===== config.mk =====
export PLATFORM = sky130hd
export DESIGN_NAME = versat_config_loader
export DESIGN_NICKNAME = d
export VERILOG_FILES = /design/src/rtl/versat_cfg_pkg.sv /design/src/rtl/versat_config_loader.sv
export SDC_FILE = /design/constraint.sdc
export NUM_CORES = 1
export LEC_CHECK = 0
export BUFFER_PORTS_ARGS = -buffer_cell sky130_fd_sc_hd__buf_4
export CAP_MARGIN = 5
export CORE_UTILIZATION = 30
export CTS_CLUSTER_SIZE = 12
export DETAILED_ROUTE_END_ITERATION = 10
export PLACE_DENSITY = 0.62
export SETUP_SLACK_MARGIN = 0.3
export SLEW_MARGIN = 5
export SYNTH_ARGS = -nofsm -noshare
export SYNTH_HDL_FRONTEND = slang
export SYNTH_SLANG_ARGS = --single-unit
export TNS_END_PERCENT = 1

===== constraint.sdc =====
create_clock -name clk -period 4.6 [get_ports clk]
set_input_delay 0.69 -clock clk [delete_from_list [all_inputs] [get_ports clk]]
set_output_delay 0.69 -clock clk [all_outputs]
set_load 0.02 [all_outputs]

===== src/rtl/versat_cfg_pkg.sv =====
// Shared types and constants for the Versat configuration loader.
package versat_cfg_pkg;

  typedef enum logic [2:0] {
    ST_IDLE      = 3'd0,
    ST_FETCH_H   = 3'd1,
    ST_FETCH_D   = 3'd2,
    ST_WRITE     = 3'd3,
    ST_RUN       = 3'd4,
    ST_WAIT_DONE = 3'd5,
    ST_FINISH    = 3'd6
  } state_e;

  // Header word layout: unit address in the low bits, byte strobes from bit 16.
  localparam int HDR_STRB_LSB = 16;
  // Each table entry occupies a header word followed by a data word.
  localparam int ENTRY_STRIDE = 2;

endpackage


===== src/rtl/versat_config_loader.sv =====
// Walks a table of (address, strobe, data) entries, replays them as unit bus
// writes, then optionally launches the accelerator and waits for completion.
module versat_config_loader
  import versat_cfg_pkg::*;
#(
  parameter int ADDR_W     = 5,
  parameter int DATA_W     = 32,
  parameter int TBL_ADDR_W = 10,
  parameter int CNT_W      = 8,
  parameter int TIMEOUT_W  = 16
) (
  input  logic                  clk,
  input  logic                  rst,
  input  logic                  start,
  input  logic [TBL_ADDR_W-1:0] tbl_base,
  input  logic [CNT_W-1:0]      count,
  input  logic                  auto_run,
  output logic                  busy,
  output logic                  cmd_done,
  output logic                  timeout_err,
  output logic [CNT_W-1:0]      entries_done,
  output logic                  tbl_valid,
  output logic [TBL_ADDR_W-1:0] tbl_addr,
  input  logic                  tbl_ready,
  input  logic [DATA_W-1:0]     tbl_rdata,
  output logic                  valid,
  output logic [ADDR_W-1:0]     addr,
  output logic [DATA_W/8-1:0]   wstrb,
  output logic [DATA_W-1:0]     wdata,
  input  logic                  ready,
  output logic                  run,
  input  logic                  done
);

  localparam int STRB_W = DATA_W / 8;
  // Timeout fires on the cycle the counter would step onto its all-ones value.
  localparam logic [TIMEOUT_W-1:0] TO_LAST = {{(TIMEOUT_W-1){1'b1}}, 1'b0};

  state_e                state_q, state_d;
  logic [TBL_ADDR_W-1:0] base_q, base_d;
  logic [CNT_W-1:0]      rem_q, rem_d;
  logic                  auto_run_q, auto_run_d;
  logic [ADDR_W-1:0]     hdr_addr_q, hdr_addr_d;
  logic [STRB_W-1:0]     hdr_strb_q, hdr_strb_d;
  logic [TIMEOUT_W-1:0]  to_cnt_q, to_cnt_d;
  logic [CNT_W-1:0]      entries_done_q, entries_done_d;
  logic                  timeout_err_q, timeout_err_d;
  logic [TBL_ADDR_W-1:0] tbl_addr_q, tbl_addr_d;
  logic [ADDR_W-1:0]     addr_q, addr_d;
  logic [STRB_W-1:0]     wstrb_q, wstrb_d;
  logic [DATA_W-1:0]     wdata_q, wdata_d;
  logic                  busy_q, tbl_valid_q, valid_q, run_q, cmd_done_q;
  logic                  entry_end_s;
  logic [TBL_ADDR_W-1:0] next_base_s;

  assign next_base_s = base_q + TBL_ADDR_W'(ENTRY_STRIDE);

  always_comb begin
    state_d        = state_q;
    base_d         = base_q;
    rem_d          = rem_q;
    auto_run_d     = auto_run_q;
    hdr_addr_d     = hdr_addr_q;
    hdr_strb_d     = hdr_strb_q;
    to_cnt_d       = to_cnt_q;
    entries_done_d = entries_done_q;
    timeout_err_d  = timeout_err_q;
    tbl_addr_d     = tbl_addr_q;
    addr_d         = addr_q;
    wstrb_d        = wstrb_q;
    wdata_d        = wdata_q;
    entry_end_s    = 1'b0;

    case (state_q)
      ST_IDLE: begin
        if (start) begin
          base_d         = tbl_base;
          rem_d          = count;
          auto_run_d     = auto_run;
          entries_done_d = '0;
          timeout_err_d  = 1'b0;
          tbl_addr_d     = tbl_base;
          if (count != '0) begin
            state_d = ST_FETCH_H;
          end else if (auto_run) begin
            state_d = ST_RUN;
          end else begin
            state_d = ST_FINISH;
          end
        end else begin
          state_d = ST_IDLE;
        end
      end
      ST_FETCH_H: begin
        if (tbl_ready) begin
          hdr_addr_d = tbl_rdata[ADDR_W-1:0];
          hdr_strb_d = tbl_rdata[HDR_STRB_LSB +: STRB_W];
          tbl_addr_d = base_q + TBL_ADDR_W'(1);
          state_d    = ST_FETCH_D;
        end else begin
          state_d = ST_FETCH_H;
        end
      end
      ST_FETCH_D: begin
        if (tbl_ready) begin
          // An all-zero strobe means the entry carries no write; skip the bus.
          if (hdr_strb_q == '0) begin
            entry_end_s = 1'b1;
          end else begin
            addr_d  = hdr_addr_q;
            wstrb_d = hdr_strb_q;
            wdata_d = tbl_rdata;
            state_d = ST_WRITE;
          end
        end else begin
          state_d = ST_FETCH_D;
        end
      end
      ST_WRITE: begin
        if (ready) begin
          entry_end_s = 1'b1;
        end else begin
          state_d = ST_WRITE;
        end
      end
      ST_RUN: begin
        to_cnt_d = '0;
        state_d  = ST_WAIT_DONE;
      end
      ST_WAIT_DONE: begin
        // done is stale on the first cycle after run, hence the nonzero gate.
        if ((to_cnt_q != '0) && done) begin
          state_d = ST_FINISH;
        end else if (to_cnt_q == TO_LAST) begin
          to_cnt_d      = '1;
          timeout_err_d = 1'b1;
          state_d       = ST_FINISH;
        end else begin
          to_cnt_d = to_cnt_q + TIMEOUT_W'(1);
        end
      end
      ST_FINISH: begin
        state_d = ST_IDLE;
      end
      default: begin
        state_d = ST_IDLE;
      end
    endcase

    if (entry_end_s) begin
      entries_done_d = entries_done_q + CNT_W'(1);
      rem_d          = rem_q - CNT_W'(1);
      base_d         = next_base_s;
      tbl_addr_d     = next_base_s;
      if (rem_q != CNT_W'(1)) begin
        state_d = ST_FETCH_H;
      end else if (auto_run_q) begin
        state_d = ST_RUN;
      end else begin
        state_d = ST_FINISH;
      end
    end else begin
      rem_d = rem_d;
    end
  end

  always_ff @(posedge clk) begin
    if (rst) begin
      state_q        <= ST_IDLE;
      base_q         <= '0;
      rem_q          <= '0;
      auto_run_q     <= 1'b0;
      hdr_addr_q     <= '0;
      hdr_strb_q     <= '0;
      to_cnt_q       <= '0;
      entries_done_q <= '0;
      timeout_err_q  <= 1'b0;
      tbl_addr_q     <= '0;
      addr_q         <= '0;
      wstrb_q        <= '0;
      wdata_q        <= '0;
      busy_q         <= 1'b0;
      tbl_valid_q    <= 1'b0;
      valid_q        <= 1'b0;
      run_q          <= 1'b0;
      cmd_done_q     <= 1'b0;
    end else begin
      state_q        <= state_d;
      base_q         <= base_d;
      rem_q          <= rem_d;
      auto_run_q     <= auto_run_d;
      hdr_addr_q     <= hdr_addr_d;
      hdr_strb_q     <= hdr_strb_d;
      to_cnt_q       <= to_cnt_d;
      entries_done_q <= entries_done_d;
      timeout_err_q  <= timeout_err_d;
      tbl_addr_q     <= tbl_addr_d;
      addr_q         <= addr_d;
      wstrb_q        <= wstrb_d;
      wdata_q        <= wdata_d;
      // Request/status flags are registered from the next state, so they
      // align with the state they describe and never see ready/done directly.
      busy_q         <= (state_d != ST_IDLE);
      tbl_valid_q    <= (state_d == ST_FETCH_H) || (state_d == ST_FETCH_D);
      valid_q        <= (state_d == ST_WRITE);
      run_q          <= (state_d == ST_RUN);
      cmd_done_q     <= (state_d == ST_FINISH);
    end
  end

  assign busy         = busy_q;
  assign cmd_done     = cmd_done_q;
  assign timeout_err  = timeout_err_q;
  assign entries_done = entries_done_q;
  assign tbl_valid    = tbl_valid_q;
  assign tbl_addr     = tbl_addr_q;
  assign valid        = valid_q;
  assign addr         = addr_q;
  assign wstrb        = wstrb_q;
  assign wdata        = wdata_q;
  assign run          = run_q;

endmodule


==> results of run 1 <==
==> area by class of cell <==
class                   instances  area [um^2]  share of cell area
repair buffers                127          953               0.148
multi-input cells             497         2660               0.412
flip-flops and latches        112         2240               0.347
well taps                     220          275              0.0426
inverters                      12         45.0             0.00697
clock inverters                 6         43.8             0.00678
clock buffers                  10          239              0.0370
==> metrics by stage <==
step	hold WS [ns]	setup slack, ns
final	0.454	1.56
after global routing	0.475	1.34
after CTS	0.457	1.60
after detailed placement	0.447	1.41
after global placement	0.443	1.45
after floorplan	0.432	2.32
==> Yosys cell counts (4+ instances only) <==
cell,instances
sky130_fd_sc_hd__o22ai_1,7
sky130_fd_sc_hd__nor3_1,25
sky130_fd_sc_hd__clkbuf_1,27
sky130_fd_sc_hd__ha_1,8
sky130_fd_sc_hd__a21oi_1,84
sky130_fd_sc_hd__dfxtp_1,112
sky130_fd_sc_hd__a22oi_1,10
sky130_fd_sc_hd__nand3_1,18
sky130_fd_sc_hd__inv_1,12
sky130_fd_sc_hd__buf_2,4
sky130_fd_sc_hd__o21ai_0,31
sky130_fd_sc_hd__nand4_1,6
sky130_fd_sc_hd__nand2_1,139
sky130_fd_sc_hd__or3_1,4
sky130_fd_sc_hd__nor2_1,65
sky130_fd_sc_hd__nand3b_1,4
sky130_fd_sc_hd__nor4_1,12
sky130_fd_sc_hd__a222oi_1,7
sky130_fd_sc_hd__a221oi_1,7
sky130_fd_sc_hd__a211oi_1,11
==> where the power goes <==
part,switching [W],leakage (nW),total [W],internal (W)
registers,0.0000510,0.909,0.00107,0.00102
clock network,0.000367,0.139,0.000752,0.000385
logic,0.000213,1.44,0.000367,0.000154
==> flip-flops by register name, indices dropped and copies added (netlist names) <==
signal / cells
wdata: 32
to_cnt_q: 16
base_q: 10
tbl_addr: 10
entries_done: 8
rem_q: 8
addr: 5
hdr_addr_q: 5
hdr_strb_q: 4
wstrb: 4
state_q: 3
auto_run_q: 1
busy: 1
cmd_done: 1
run: 1
tbl_valid: 1
timeout_err: 1
valid: 1
==> layer usage <==
metal  vias up  wire length (um)  global-route usage
met4         0               298              0.0626
met2       126              6940               0.259
met5         -                 0                   0
li1       2545                 -                   -
met1      2387              6990               0.234
met3        18               601              0.0284
==> kinds of logic after synthesis <==
logic type | after synthesis | share of synthesized area
DFF | 112 | 0.437
buffers and inverters | 53 | 0.0461
xor gates and xnor gates | 5 | 0.00853
AOI/OAI and AO/OA | 180 | 0.216
and+or+nand+nor | 302 | 0.269
muxes | 2 | 0.00414
adders and majority gates | 8 | 0.0195
==> critical path: stages, from the launching register on <==
cell	delay (ns)
sky130_fd_sc_hd__dfxtp_1	0.57
sky130_fd_sc_hd__nor4bb_1	0.87
sky130_fd_sc_hd__a21boi_1	0.16
sky130_fd_sc_hd__buf_4	0.26
sky130_fd_sc_hd__nand2_1	0.30
sky130_fd_sc_hd__nor2_1	0.22
sky130_fd_sc_hd__or3_1	0.41
sky130_fd_sc_hd__a21oi_1	0.15
==> worst max path at each step <==
stage / cells past startpoint / slack (ns) / endpoint
detailed placement: 8 / 1.41 / tbl_addr[4]
floorplan: 8 / 2.32 / base_q[1]
global placement: 8 / 1.45 / tbl_addr[4]
global route: 7 / 1.34 / tbl_addr[4]
finish: 7 / 1.56 / tbl_addr[4]
CTS: 7 / 1.60 / tbl_addr[4]
==> impl_results.rst, run 1 <==
.. list-table::
   :header-rows: 1

   * - Metric
     - Value
   * - Number of pins exceeding their max-slew limit in the final report
     - 0
   * - Top-level port count
     - 122
   * - Maximum resistive drop on vdd
     - 0.000170 V
   * - CTS Root Cell
     - sky130_fd_sc_hd__clkbuf_16
   * - Result of the run
     - complete, no violations
   * - Post-CTS setup buffer count
     - 0
   * - Placer congestion estimate
     - 0.846
   * - Max_cap viols
     - 0
   * - Clock tree from TritonCTS
     - done
   * - Ant. Diodes
     - 0
   * - Number of endpoints with negative hold slack in the final report
     - 0
   * - Depth of the CTS H-tree
     - 3
   * - CTS Buf Count
     - 9
   * - Maximum number of pins on one net before global-route repair
     - 87
   * - Standard-cell row count
     - 47
   * - Antenna Violating Nets Remaining
     - 0
   * - Seq/Total Area, Yosys
     - 0.437
   * - Post-synth design cell area
     - 5130 um^2
   * - Design Power
     - 0.00219 W
   * - Clock net sink count
     - 112
   * - Max-slew headroom
     - 0.293
   * - First drt pass iteration count
     - 5
   * - Final design instance area without fill
     - 6460 um^2
   * - Endpoint kind of the worst setup timing path
     - register
   * - Routed vias/inst
     - 5.16
   * - Data required time at the worst endpoint
     - 4.86 ns
   * - Hold endpoint
     - addr[3]
   * - Number of cells traversed by the worst hold path
     - 2
   * - Placeable core region
     - 16600 um^2
   * - Setup repair after global routing missed its margin
     - no
   * - P&R area growth vs syn
     - 25.9%
   * - Drt total wl
     - 14800 um
   * - Fin crit share
     - 0.660
   * - CTS Buffer Depth
     - 2
   * - Arrival time of data at the critical path endpoint
     - 3.30 ns
   * - Initial Util
     - 0.308
   * - Distinct cells, synth
     - 64
   * - Setup violators final
     - 0
   * - Horiz. Die Dim
     - 133 um
   * - Share of the core filled with cells in the final layout
     - 0.388
   * - Vias in the first global route
     - 4572
   * - Maximum fanout count along the critical path
     - 23
   * - Number of port buffers
     - 121
   * - Asr flop ratio synth
     - 0
   * - Post-Syn Nets
     - 727
   * - Clock transition at the registers of the reported paths
     - 0.08 ns
   * - Share of cells above drive strength 1
     - 0.204
   * - Resized Gates After CTS
     - 0
   * - Final std cells w/o fill
     - 984
   * - Reg2Reg Launch Point
     - state_q[1]
   * - Total of flip-flops plus latches after synthesis
     - 112
   * - Placed instance count
     - 968
   * - Post-layout nets
     - 824
   * - Clock network latency to the later pin of the worst-skew pair
     - 0.35 ns
   * - Type of element launching the critical path
     - register
   * - Reported leakage power
     - 2.49 nW
   * - Count of cells along the worst register-to-register path
     - 7
   * - Global-route usage over all layers
     - 0.168
   * - Most used DFF post-synth
     - sky130_fd_sc_hd__dfxtp_1
   * - Number of flops mapped to enable cells by yosys
     - 0
   * - Ranking of synthesized cells by area
     - sky130_fd_sc_hd__dfxtp_1 44%, sky130_fd_sc_hd__nand2_1 10%, sky130_fd_sc_hd__a21oi_1 8.2%
   * - Most frequent cells in the layout
     - 139 x sky130_fd_sc_hd__nand2_1, 127 x sky130_fd_sc_hd__buf_4, 112 x sky130_fd_sc_hd__dfxtp_1
   * - Total congestion overflow
     - 0
   * - Most common cell after layout, fill and taps aside
     - sky130_fd_sc_hd__nand2_1
   * - Class of the most critical setup path
     - register to register
   * - Number of antenna violations at the first check in global routing
     - 0
   * - Global-route wire length before repair
     - 24000 um
   * - Start point of the critical path
     - state_q[1]
   * - Power density over cell area
     - 338 nW/um^2
   * - YS warnings
     - 0
   * - Gate count of the mapped netlist
     - 662
   * - Half-perimeter wire length of the detailed placement result
     - 10300 um
   * - Hold crit path type
     - register to register
   * - FF-to-FF setup slack
     - 1.56 ns
   * - HP Start
     - hdr_addr_q[3]
   * - RR Endpoint
     - tbl_addr[4]
   * - Worst Tran Pin Value
     - 1.05 ns
   * - Y dimension of the die
     - 133 um
   * - Mean Syn Cell Area
     - 7.75 um^2
   * - Final min period
     - 3.04 ns
   * - Initial DRC Count
     - 448
   * - Worst clock skew
     - 0.00645 ns
   * - Overall via count from detail_route
     - 5076
   * - Number of buffers inserted by hold repair at cts
     - 0
   * - Post-synth top area share
     - 0.437
   * - Most area-hungry cell type in the Yosys netlist
     - sky130_fd_sc_hd__dfxtp_1
   * - Highest achievable clock rate
     - 329 MHz
   * - Setup TNS
     - 0 ns
   * - Total die area
     - 17600 um^2
   * - DRC viols
     - 0
   * - Wire length per cell
     - 15.1 um
   * - Area after detailed placement
     - 6180 um^2
   * - Count of fill cells added during filler insertion
     - 1774
No activity file was read; power rests on OpenSTA's default activity.
==> run 2: changes to the inputs <==
clock period = 3.05 ns   (was 4.6 ns; I/O delays follow)
==> impl_results.rst, run 2 (synthesis gave the netlist of run 1 again) <==
.. list-table::
   :header-rows: 1

   * - Metric
     - Value
   * - Result of the run
     - complete, no violations
   * - CTS Buf Count
     - 9
   * - Share of cells above drive strength 1
     - 0.211
   * - Initial Util
     - 0.308
   * - Power density over cell area
     - 507 nW/um^2
   * - Global-route track usage on met2
     - 0.254
   * - Horiz. Die Dim
     - 133 um
   * - Reported leakage power
     - 2.53 nW
   * - Total congestion overflow
     - 0
   * - Global-route usage over all layers
     - 0.166
   * - Count of cells along the worst register-to-register path
     - 6
   * - Highest-delay cell along the critical path
     - sky130_fd_sc_hd__nand2_1
   * - Count of fill cells added during filler insertion
     - 1752
   * - Initial DRC Count
     - 496
   * - Endpoint kind of the worst setup timing path
     - register
   * - Post-CTS setup buffer count
     - 0
   * - Top-level port count
     - 122
   * - Placeable core region
     - 16600 um^2
   * - Cell type with the highest occurrence count on the critical path
     - sky130_fd_sc_hd__nor2_1
   * - Maximum fanout count along the critical path
     - 13
   * - Setup violators final
     - 0
   * - Number of cells traversed by the worst hold path
     - 3
   * - Overall via count from detail_route
     - 5039
   * - Y dimension of the die
     - 133 um
   * - Met1 capacity usage during global routing
     - 0.226
   * - Vias in the first global route
     - 4541
   * - First drt pass iteration count
     - 5
   * - Maximum number of pins on one net before global-route repair
     - 57
   * - Worst Tran Pin Value
     - 0.782 ns
   * - Worst clock skew
     - 0.00567 ns
   * - Resized Gates After CTS
     - 0
   * - Hold crit path type
     - input pin to register
   * - Type of element launching the critical path
     - register
   * - Drt total wl
     - 14600 um
   * - Global-route layer with the greatest usage
     - met2
   * - Fin crit share
     - 0.786
   * - Number of endpoints with negative hold slack in the final report
     - 0
   * - Clock tree from TritonCTS
     - done
   * - Max-slew headroom
     - 0.477
   * - Total die area
     - 17600 um^2
   * - Global-route wire length before repair
     - 23600 um
   * - Routed vias/inst
     - 5.08
   * - Number of port buffers
     - 121
   * - Wire length per cell
     - 14.8 um
   * - Antenna Violating Nets Remaining
     - 0
   * - Depth of the CTS H-tree
     - 3
   * - CTS Root Cell
     - sky130_fd_sc_hd__clkbuf_16
   * - Setup repair after global routing missed its margin
     - no
   * - Max reg flops
     - 32
   * - DRC viols
     - 0
   * - Number of buffers inserted by hold repair at cts
     - 0
   * - Cell breakdown of the critical path
     - nor2_1, nand3b_1, nand2_1, nor2_1, or3_1, a21oi_1
   * - Arrival time of data at the critical path endpoint
     - 2.68 ns
   * - Final min period
     - 2.40 ns
   * - Number of antenna violations at the first check in global routing
     - 0
   * - Max_cap viols
     - 0
   * - Clock net sink count
     - 112
   * - Highest achievable clock rate
     - 417 MHz
   * - Data required time at the worst endpoint
     - 3.33 ns
   * - Post-layout nets
     - 831
   * - Most common cell after layout, fill and taps aside
     - sky130_fd_sc_hd__nand2_1
   * - FF-to-FF setup slack
     - 0.65 ns
   * - CTS Buffer Depth
     - 2
   * - Most frequent cells in the layout
     - 139 x sky130_fd_sc_hd__nand2_1, 132 x sky130_fd_sc_hd__buf_4, 112 x sky130_fd_sc_hd__dfxtp_1
   * - Ant. Diodes
     - 0
   * - Delay of the slowest critical-path stage
     - 0.45 ns
   * - Clock transition at the registers of the reported paths
     - 0.07 ns
   * - Clock network latency to the later pin of the worst-skew pair
     - 0.35 ns
   * - Class of the most critical setup path
     - register to register
   * - Setup TNS
     - 0 ns
   * - Half-perimeter wire length of the detailed placement result
     - 10400 um
   * - Global Route met3 Usage
     - 0.0333
   * - Number of pins exceeding their max-slew limit in the final report
     - 0
   * - Design Power
     - 0.00332 W
   * - Maximum resistive drop on vdd
     - 0.000272 V
   * - Placer congestion estimate
     - 0.868
   * - Standard-cell row count
     - 47
   * - P&R area growth vs syn
     - 27.3%
## run 2: worst max-delay path, delay by kind of cell, from the launching register on
kind             cells  cell delay, ns
AO/OA/AOI/OAI        1            0.12
flip-flops           1            0.44
AND/OR/NAND/NOR      5            1.75
## run 2: final timing paths
path	startpoint	endpoint
max reg2reg	state_q[1]	tbl_addr[4]
max	state_q[1]	tbl_addr[4]
min reg2reg	addr[1]	addr[1]
min	tbl_rdata[23]	wdata[23]
## run 2: report_power, final
part | internal [W] | switching, W | leakage (nW)
sequential | 0.00153 | 0.0000692 | 0.909
combinational | 0.000246 | 0.000328 | 1.49
clock | 0.000564 | 0.000575 | 0.134
## run 2: per-layer routing
layer | part of all wire | routed length (um)
met4 | 0.022 | 320
met1 | 0.47 | 6860
met3 | 0.047 | 683
met5 | 0 | 0
met2 | 0.46 | 6780
## run 2: stage by stage
stage / std cells / cell area (um^2) / worst slack (ns) / hold slack [ns] / util
floorplan: 662 / 5130 / 1.01 / 0.432 / -
global placement: 975 / 6260 / 0.686 / 0.444 / 0.376
detailed placement: 975 / 6260 / 0.664 / 0.447 / 0.376
CTS: 991 / 6540 / 0.649 / 0.331 / 0.393
global route: 991 / 6540 / 0.386 / 0.335 / 0.393
finish: 991 / 6540 / 0.653 / 0.344 / 0.393
## run 2: final cells by class
cell class | count | area, um^2 | area share
Clock buffer | 9 | 225 | 0.0345
Clock inverter | 7 | 53.8 | 0.00823
Inverter | 12 | 45.0 | 0.00689
Multi-Input combinational cell | 497 | 2660 | 0.407
Sequential cell | 112 | 2240 | 0.343
Tap cell | 220 | 275 | 0.0421
Timing Repair Buffer | 134 | 1030 | 0.158
==> run 3: changes to the inputs <==
PLACE_DENSITY = 0.63   (was 0.62)
clock period = 1.94 ns   (was 3.05 ns; I/O delays follow)
==> impl_results.rst, run 3 (synthesis gave the netlist of run 1 again) <==
.. list-table::
   :header-rows: 1

   * - Metric
     - Value
   * - Setup TNS
     - 0 ns
   * - HP Start
     - tbl_rdata[9]
   * - Number of pins exceeding their max-slew limit in the final report
     - 0
   * - Number of antenna violations at the first check in global routing
     - 0
   * - Ant. Diodes
     - 0
   * - Vias in the first global route
     - 4960
   * - Class of the most critical setup path
     - register to register
   * - Highest achievable clock rate
     - 517 MHz
   * - Hold endpoint
     - wdata[9]
   * - Setup repair after global routing missed its margin
     - yes
   * - Result of the run
     - complete, no violations
   * - Total die area
     - 17600 um^2
   * - Count of cells along the worst register-to-register path
     - 8
   * - Overall via count from detail_route
     - 5374
   * - Type of element launching the critical path
     - register
   * - Clock transition at the registers of the reported paths
     - 0.08 ns
   * - Half-perimeter wire length of the detailed placement result
     - 11200 um
   * - DRC viols
     - 0
   * - Worst Tran Pin Value
     - 0.478 ns
   * - Y dimension of the die
     - 133 um
   * - Wire length per cell
     - 14.7 um
   * - Routed vias/inst
     - 5.03
   * - Number of port buffers
     - 121
   * - Reg2Reg Launch Point
     - to_cnt_q[0]
   * - Post-layout nets
     - 908
   * - CTS Buf Count
     - 9
   * - Standard-cell row count
     - 47
   * - Most common cell after layout, fill and taps aside
     - sky130_fd_sc_hd__buf_4
   * - Area after detailed placement
     - 6840 um^2
   * - Max_cap viols
     - 0
   * - Count of fill cells added during filler insertion
     - 1637
   * - Number of endpoints with negative hold slack in the final report
     - 0
   * - CTS Root Cell
     - sky130_fd_sc_hd__clkbuf_16
   * - Worst clock skew
     - 0.00598 ns
   * - Max-slew headroom
     - 0.681
   * - Horiz. Die Dim
     - 133 um
   * - Clock tree from TritonCTS
     - done
   * - Reported leakage power
     - 2.99 nW
   * - Total congestion overflow
     - 0
   * - First drt pass iteration count
     - 5
   * - Final min period
     - 1.94 ns
   * - Worst setup slack after layout
     - 0.00466 ns
   * - Maximum resistive drop on vdd
     - 0.000374 V
   * - CTS Buffer Depth
     - 2
   * - Maximum number of pins on one net before global-route repair
     - 56
   * - Final design instance area without fill
     - 7430 um^2
   * - Initial Util
     - 0.308
   * - Design Power
     - 0.00549 W
   * - Depth of the CTS H-tree
     - 3
   * - Power density over cell area
     - 738 nW/um^2
   * - Clock net sink count
     - 112
   * - Global-route usage over all layers
     - 0.178
   * - Data required time at the worst endpoint
     - 2.17 ns
   * - Most frequent cells in the layout
     - 198 x sky130_fd_sc_hd__buf_4, 136 x sky130_fd_sc_hd__nand2_1, 105 x sky130_fd_sc_hd__dfxtp_1
   * - Fin crit share
     - 0.998
   * - Hold crit path type
     - input pin to register
   * - Clock network latency to the later pin of the worst-skew pair
     - 0.36 ns
   * - Number of cells traversed by the worst hold path
     - 3
   * - Drt total wl
     - 15700 um
   * - Max reg flops
     - 32
   * - Antenna Violating Nets Remaining
     - 0
   * - Setup violators final
     - 0
   * - Global-route wire length before repair
     - 25200 um
   * - Setup slack at placement
     - -0.0658 ns
   * - Maximum fanout count along the critical path
     - 4
   * - Share of cells above drive strength 1
     - 0.336
   * - Arrival time of data at the critical path endpoint
     - 2.16 ns
   * - Endpoint kind of the worst setup timing path
     - register
   * - FF-to-FF setup slack
     - 0.005 ns
   * - Number of buffers inserted by hold repair at cts
     - 0
   * - Top-level port count
     - 122
   * - Initial DRC Count
     - 410
   * - P&R area growth vs syn
     - 44.8%
   * - RR Endpoint
     - tbl_valid
   * - Placeable core region
     - 16600 um^2
   * - Placer congestion estimate
     - 0.919
   * - Share of the core filled with cells in the final layout
     - 0.447
-- run 3: changes by cell type in the layout (fill, tap and decap cells not counted), moves of 4 or more --
cell | previous run | this run
sky130_fd_sc_hd__nor2_1 | 64 | 59
sky130_fd_sc_hd__nor4_1 | 12 | 8
sky130_fd_sc_hd__buf_6 | 0 | 7
sky130_fd_sc_hd__dfxtp_1 | 112 | 105
sky130_fd_sc_hd__buf_4 | 132 | 198
sky130_fd_sc_hd__dfxtp_2 | 0 | 7
sky130_fd_sc_hd__o21ai_0 | 31 | 26
sky130_fd_sc_hd__a221oi_2 | 0 | 5
sky130_fd_sc_hd__nor3_1 | 25 | 21
sky130_fd_sc_hd__a221oi_1 | 7 | 1
-- run 3: critical path: stages (launching register included) --
cell and delay, ns:
sky130_fd_sc_hd__dfxtp_2 0.33, sky130_fd_sc_hd__inv_2 0.05, sky130_fd_sc_hd__ha_1 0.15, sky130_fd_sc_hd__nand4_1 0.15, sky130_fd_sc_hd__or4_4 0.45, sky130_fd_sc_hd__and3_4 0.21
sky130_fd_sc_hd__a211oi_4 0.22, sky130_fd_sc_hd__xnor2_1 0.17, sky130_fd_sc_hd__nor3_2 0.07
-- run 3: per-layer routing --
layer | share of wire | wire length [um] | track usage
met5 | 0 | 0 | 0
met4 | 0.024 | 382 | 0.0747
met3 | 0.040 | 633 | 0.0341
met2 | 0.48 | 7450 | 0.287
met1 | 0.46 | 7190 | 0.232
-- run 3: worst max-delay path by stage --
stage                             start           end
final                       to_cnt_q[0]     tbl_valid
after detailed placement    to_cnt_q[0]  to_cnt_q[11]
after global placement    hdr_strb_q[0]      rem_q[4]
after global routing         state_q[1]         valid
after floorplan             to_cnt_q[0]     tbl_valid
after CTS                   to_cnt_q[0]     tbl_valid
-- run 3: report_power, final --
part           internal (W)  switching, W
combinational      0.000577      0.000611
clock              0.000912      0.000878
sequential          0.00241     0.0000965
-- run 3: metrics by stage --
stage,cells,hold slack (ns)
finish,1068,0.171
detailed placement,1050,0.446
CTS,1066,0.164
global route,1068,0.159
floorplan,662,0.427
global placement,1050,0.440
-- run 3: layout make-up --
class                           count  area (um^2)  area share
Clock buffer                       12          246      0.0332
Clock inverter                      4         27.5     0.00370
Inverter                           12         45.0     0.00606
Multi-Input combinational cell    497         2910       0.392
Sequential cell                   112         2250       0.303
Tap cell                          220          275      0.0370
Timing Repair Buffer              211         1680       0.225
-- run 3: what timing repair did --
action                     4_1_cts  5_1_grt
setup buffers                    0        2
gates resized for setup         50       26
pin swaps                       27       16
setup endpoints to repair       59      110
hold endpoints to repair         0        0
